**config.mk**
```make
export PLATFORM = sky130hd
export DESIGN_NAME = reset_sequencer_flat
export DESIGN_NICKNAME = d
export VERILOG_FILES = /design/src/rtl/reset_seq_pkg.sv /design/src/rtl/reset_sequencer_if.sv /design/src/rtl/reset_seq_timer.sv /design/src/rtl/reset_sequencer.sv /design/src/flat_wrapper.sv
export SDC_FILE = /design/constraint.sdc
export NUM_CORES = 1
export LEC_CHECK = 0
export ABC_AREA = 1
export CORE_MARGIN = 8
export CORE_UTILIZATION = 45
export DETAILED_ROUTE_END_ITERATION = 6
export GPL_TIMING_DRIVEN = 0
export PLACE_DENSITY = 0.72
export SLEW_MARGIN = 30
export SYNTH_ARGS = -nofsm -noshare
export SYNTH_HDL_FRONTEND = slang
export SYNTH_SLANG_ARGS = --single-unit
```
**constraint.sdc**
```tcl
create_clock -name clk -period 3.8 [get_ports clk]
set_input_delay 0.76 -clock clk [delete_from_list [all_inputs] [get_ports clk]]
set_output_delay 0.76 -clock clk [all_outputs]
set_load 0.005 [all_outputs]
```
**src/rtl/reset_seq_pkg.sv**
```systemverilog
// reset_seq_pkg: shared state encoding and counter sizing for the reset sequencer
// Contents: reset_seq_state_t state enum, cnt_width() timer width helper.
package reset_seq_pkg;

   typedef enum logic [2:0] {ASSERT, SEQ, PULSE, DONE, DEASSERT_REV} reset_seq_state_t;

   // Width for a down-counter that must hold max(gap, pulse)-1; never below 1 bit.
   function automatic int cnt_width(input int gap, input int pulse);
      int m;
      m = (gap > pulse) ? gap : pulse;
      return (m < 2) ? 1 : $clog2(m);
   endfunction

endpackage

```
**src/rtl/reset_sequencer_if.sv**
```systemverilog
// reset_sequencer_if: control/status bundle between the reset sequencer and its register block
// Signals: hold, sw_rst_req (to sequencer); resn_out[NUM_OUT-1:0], busy, seq_done (from sequencer).
// Modports: master = sequencer side, slave = register block / consumer side.
interface reset_sequencer_if #(
   parameter int NUM_OUT = 4
) ();

   logic               hold;
   logic               sw_rst_req;
   logic [NUM_OUT-1:0] resn_out;
   logic               busy;
   logic               seq_done;

   modport master (input hold, sw_rst_req, output resn_out, busy, seq_done);
   modport slave  (output hold, sw_rst_req, input resn_out, busy, seq_done);

endinterface

```
**src/rtl/reset_seq_timer.sv**
```systemverilog
// reset_seq_timer: loadable down-counter shared by the sequencer's timed waits
// Ports: clk, resn (async active-low, restores RST_VAL), load/load_val (reload),
//        en (decrement), zero (count is zero).
module reset_seq_timer #(
   parameter int           W       = 4,
   parameter logic [W-1:0] RST_VAL = '0
) (
   input  logic         clk,
   input  logic         resn,
   input  logic         load,
   input  logic         en,
   input  logic [W-1:0] load_val,
   output logic         zero
);

   logic [W-1:0] cnt;

   always_ff @(posedge clk or negedge resn)
      if (!resn) cnt <= RST_VAL;
      else if (load) cnt <= load_val;
      else if (en) cnt <= cnt - 1'b1;

   assign zero = (cnt == '0);

endmodule

```
**src/rtl/reset_sequencer.sv**
```systemverilog
// reset_sequencer: releases NUM_OUT reset domains in index order, GAP_CYCLES apart
// Ports: clk, resn (synchronized reset, async assert, active-low),
//        bus (reset_sequencer_if.master: hold, sw_rst_req in; resn_out, busy, seq_done out).
// Optional: RESET_SEQ_REVERSE_ASSERT_EN re-asserts domains highest-first on a software request.
module reset_sequencer import reset_seq_pkg::*; #(
   parameter int NUM_OUT    = 4,
   parameter int GAP_CYCLES = 16,
   parameter int SW_PULSE   = 8
) (
   input  logic                clk,
   input  logic                resn,
   reset_sequencer_if.master   bus
);

   localparam int             CW     = cnt_width(GAP_CYCLES, SW_PULSE);
   localparam int             IW     = $clog2(NUM_OUT);
   localparam logic [CW-1:0]  GAP_LD = CW'(GAP_CYCLES - 1);
   localparam logic [CW-1:0]  SW_LD  = CW'(SW_PULSE - 1);
   localparam logic [IW-1:0]  LAST   = IW'(NUM_OUT - 1);

   reset_seq_state_t   state, state_n;
   logic [IW-1:0]      idx, idx_n;
   logic [NUM_OUT-1:0] out_q, out_n;
   logic               load, en, zero;
   logic [CW-1:0]      load_val;

   reset_seq_timer #(.W(CW), .RST_VAL(GAP_LD)) u_timer (
      .clk      (clk),
      .resn     (resn),
      .load     (load),
      .en       (en),
      .load_val (load_val),
      .zero     (zero)
   );

   always_ff @(posedge clk or negedge resn)
      if (!resn) begin
         state <= ASSERT;
         idx   <= '0;
         out_q <= '0;
      end else begin
         state <= state_n;
         idx   <= idx_n;
         out_q <= out_n;
      end

   // The counter is never allowed to wrap: every wait reloads it on the zero cycle.
   always_comb begin
      state_n  = state;
      idx_n    = idx;
      out_n    = out_q;
      load     = 1'b0;
      en       = 1'b0;
      load_val = GAP_LD;
      case (state)
         ASSERT: begin
            if (bus.hold) load = 1'b1;
            else begin
               state_n = SEQ;
               en      = 1'b1;
            end
         end
         SEQ: begin
            if (zero) begin
               out_n[idx] = 1'b1;
               load       = 1'b1;
               idx_n      = (idx == LAST) ? '0 : idx + 1'b1;
               state_n    = (idx == LAST) ? DONE : SEQ;
            end else en = 1'b1;
         end
         PULSE: begin
            if (zero) begin
               state_n = SEQ;
               idx_n   = '0;
               load    = 1'b1;
            end else en = 1'b1;
         end
         DONE: begin
            if (bus.sw_rst_req) begin
               load = 1'b1;
`ifdef RESET_SEQ_REVERSE_ASSERT_EN
               out_n[LAST] = 1'b0;
               idx_n       = IW'(NUM_OUT - 2);
               state_n     = DEASSERT_REV;
`else
               out_n    = '0;
               load_val = SW_LD;
               state_n  = PULSE;
`endif
            end
         end
`ifdef RESET_SEQ_REVERSE_ASSERT_EN
         DEASSERT_REV: begin
            if (zero) begin
               out_n[idx] = 1'b0;
               load       = 1'b1;
               load_val   = (idx == '0) ? SW_LD : GAP_LD;
               idx_n      = (idx == '0) ? '0 : idx - 1'b1;
               state_n    = (idx == '0) ? PULSE : DEASSERT_REV;
            end else en = 1'b1;
         end
`endif
         default: state_n = ASSERT;
      endcase
   end

   assign bus.resn_out = out_q;
   assign bus.busy     = (state != DONE);
   assign bus.seq_done = (state == DONE);

endmodule

```
**src/flat_wrapper.sv**
```systemverilog
// flat-port wrapper written by rule: the top's interface ports become plain ports
module reset_sequencer_flat import reset_seq_pkg::*;
#(
   parameter int NUM_OUT    = 4,
   parameter int GAP_CYCLES = 16,
   parameter int SW_PULSE   = 8
)
  (clk, resn, bus_hold, bus_sw_rst_req, bus_resn_out, bus_busy, bus_seq_done);
  reset_sequencer_if #(.NUM_OUT(NUM_OUT)) bus_i ();
  input  logic clk;
  input  logic resn;
  input wire logic [$bits(bus_i.hold)-1:0] bus_hold;
  input wire logic [$bits(bus_i.sw_rst_req)-1:0] bus_sw_rst_req;
  output wire logic [$bits(bus_i.resn_out)-1:0] bus_resn_out;
  output wire logic [$bits(bus_i.busy)-1:0] bus_busy;
  output wire logic [$bits(bus_i.seq_done)-1:0] bus_seq_done;
  assign bus_i.hold = bus_hold;
  assign bus_i.sw_rst_req = bus_sw_rst_req;
  assign bus_resn_out = bus_i.resn_out;
  assign bus_busy = bus_i.busy;
  assign bus_seq_done = bus_i.seq_done;
  reset_sequencer #(.NUM_OUT(NUM_OUT), .GAP_CYCLES(GAP_CYCLES), .SW_PULSE(SW_PULSE)) u_core (.clk(clk), .resn(resn), .bus(bus_i));
endmodule
```
==> impl_metrics.json <==
{
  "status": "finished, final reports clean",
  "hp-class": "flop to flop",
  "grt_max_degree": 13,
  "core_sq_um": 1750,
  "cts_setup_buffers": 0,
  "cts_buffers": 3,
  "cts_tree": "yes",
  "crit_chain": "ha_1 -> inv_1 -> clkdlybuf4s50_1",
  "syn_area_per_cell_sq_um": 8.43,
  "seq_area_frac_synth": 0.366,
  "io_pins": 10,
  "cp_top_family": "buffers and inverters",
  "floorplan.die_area_sq_um": 3490,
  "start_kind": "flop",
  "ctsHoldBuffers": 0,
  "grt_pass1_wl_mm": 2.79,
  "pwr_density_cell_nw_per_um2": 935,
  "wl_per_cell_um": 11.1,
  "clk_pin_slew_worst_paths_ns": 0.09,
  "fin_skew_ns": 0.0108,
  "cp.arrival_ns": 1.71,
  "hold_viol": 0,
  "fmax_ghz": 0.404,
  "setup_violations": 0,
  "cts.repair.resized": 0,
  "die_y_um": 59.1,
  "n_antenna_cell": 0,
  "vias": 648,
  "period_minus_slack_ns": 2.47,
  "crit_type": "flop to primary output",
  "syn_nets": 113,
  "area_growth_pct": 18.9,
  "critPathSlowestCell": "clkdlybuf4s50_1",
  "clock-sinks": 12,
  "grt_use_total": 0.106,
  "grt_antenna_before_repair": 0,
  "drive_gt1_frac": 0.179,
  "grt_overflow": 0,
  "crit_buf_inv": 2,
  "cp-end-kind": "primary output",
  "drc": 0,
  "slew_viol_final": 0,
  "fin_nets": 127,
  "cts_root_buffer": "clkbuf_4",
  "syn-cell-area_sq_um": 835,
  "rsz0062_at_grt": "false",
  "min_from": "u_core.u_timer.cnt[1]$_DFFE_PN1P_",
  "hpwl_mm": 1.19,
  "setup-tns-final_ns": 0,
  "via_per_inst": 4.73,
  "dr.pass1.iters": 4,
  "r2r_start": "u_core.u_timer.cnt[0]$_DFFE_PN1P_",
  "power.total_w": 0.000927,
  "die_width_um": 59.1,
  "synth_cell_types": 19,
  "grt_pass1_vias": 653,
  "antenna_left": 0,
  "htree_levels": 1,
  "cap_violations": 0,
  "wl_mm": 1.52,
  "startpoint": "u_core.state[0]$_DFFE_PN0P_",
  "gp_congestion": 0.793,
  "yosys-top-cells-area": "dfrtp_1, ha_1, dfstp_2, nand2_1, nand2_4",
  "ys_seq_elements": 12,
  "cts.path.max_buffers": 2,
  "final_min_period_over_clock_period": 0.651,
  "slowest_delay_ns": 0.53,
  "port-buffer-count": 9,
  "required_ns": 3.04,
  "clk_latency_ns": 0.29,
  "ir_drop_uv": 454,
  "start_util": 0.478,
  "p_leak_nw": 0.497,
  "relSlewSlack": 0.651,
  "synth_top_area_frac": 0.240,
  "fillers": 163,
  "ys_warn_count": 0,
  "yosys.area.top_type": "dfrtp_1",
  "cp_max_fo": 6,
  "synthCells": 99,
  "dr.first_iter.drc_count": 10,
  "tightest_slew_ns": 0.522,
  "core.rowCount": 15
}
registers in the layout, summed over array words and instances, names as in the netlist:
register / cells
u_core.bus.resn_out: 4
u_core.u_timer.cnt: 4
u_core.idx: 2
u_core.state: 2
placed cells by master, fill, tap and decap left out, drive strengths merged:
cell type / Yosys / routed
a21oi: 2 / 2
clkbuf: 0 / 4
clkdlybuf4s50: 0 / 9
dfrtp: 8 / 8
dfstp: 4 / 4
ha: 10 / 10
inv: 13 / 13
nand2: 34 / 34
nand3: 6 / 6
nor2: 5 / 5
nor3: 1 / 1
o21a: 1 / 1
o21ai: 14 / 14
xnor2: 1 / 1
metal layers:
| metal | vias up | part of all wire | wire, um | track usage |
|---|---|---|---|---|
| met2 | 6 | 0.48 | 730 | 0.167 |
| met4 | 0 | 0.020 | 31 | 0.0614 |
| met3 | 4 | 0.032 | 48 | 0.0412 |
| li1 | 343 | - | - | - |
| met5 | - | 0 | 0 | 0 |
| met1 | 295 | 0.47 | 711 | 0.118 |
power by group:
group	switching [W]	internal [W]
Combinational	0.000318	0.000227
Clock	0.0000486	0.0000583
Sequential	0.0000633	0.000212
logic make-up after synthesis:
| logic type | after synthesis | synth area share |
|---|---|---|
| simple gates | 46 | 0.306 |
| xor+xnor | 1 | 0.0105 |
| buf+inv | 13 | 0.0585 |
| compound gates | 17 | 0.109 |
| flops | 12 | 0.366 |
| fa+ha+maj | 10 | 0.150 |
worst paths after layout:
path	end	cells after the start	slack, ns
max in group asynchronous	u_core.u_timer.cnt[3]$_DFFE_PN1P_	1	2.62
max	bus_busy	3	1.33
min	u_core.u_timer.cnt[1]$_DFFE_PN1P_	2	0.48
min in group asynchronous	u_core.idx[1]$_DFFE_PN0P_	1	0.81
min reg2reg	u_core.u_timer.cnt[1]$_DFFE_PN1P_	2	0.48
max reg2reg	u_core.u_timer.cnt[3]$_DFFE_PN1P_	8	2.35
cell usage after synthesis:
cell and count:
o21ai_0 7, nor2_4 1, nor3_1 1, nand2_1 26, nor2_1 3, nor2_8 1, dfstp_2 4, ha_1 10
inv_1 13, xnor2_1 1, o21ai_1 7, nand2_4 5, nand3_1 5, a21oi_2 1, nand3_2 1, dfrtp_1 8
nand2_2 3, o21a_1 1, a21oi_1 1
stage by stage:
| step | utilization | worst slack [ns] | cells | hold WS (ns) | cell area, sq um |
|---|---|---|---|---|---|
| after floorplan | - | 2.24 | 99 | 0.454 | 835 |
| after CTS | 0.568 | 1.31 | 137 | 0.487 | 992 |
| after global placement | 0.548 | 1.64 | 133 | 0.464 | 956 |
| after detailed placement | 0.548 | 1.64 | 133 | 0.473 | 956 |
| after global routing | 0.568 | 1.22 | 137 | 0.527 | 992 |
| final | 0.568 | 1.33 | 137 | 0.482 | 992 |
worst reg2reg max path, delay by kind of cell, from the launching register on:
kind | cells | cell delay (ns)
flip-flops | 1 | 0.54
AND/OR/NAND/NOR | 6 | 0.49
adder cells (fa/ha/maj) | 1 | 0.28
buffers and inverters | 1 | 0.07
layout make-up:
cell class / instances / area, sq um / share of cell area
multi-input combinational: 74 / 480 / 0.484
sequential: 12 / 305 / 0.308
timing repair buffer: 9 / 90.1 / 0.0908
inverter: 13 / 48.8 / 0.0492
clock buffer: 4 / 36.3 / 0.0366
tap: 25 / 31.3 / 0.0315
No activity file was read; power rests on OpenSTA's default activity.
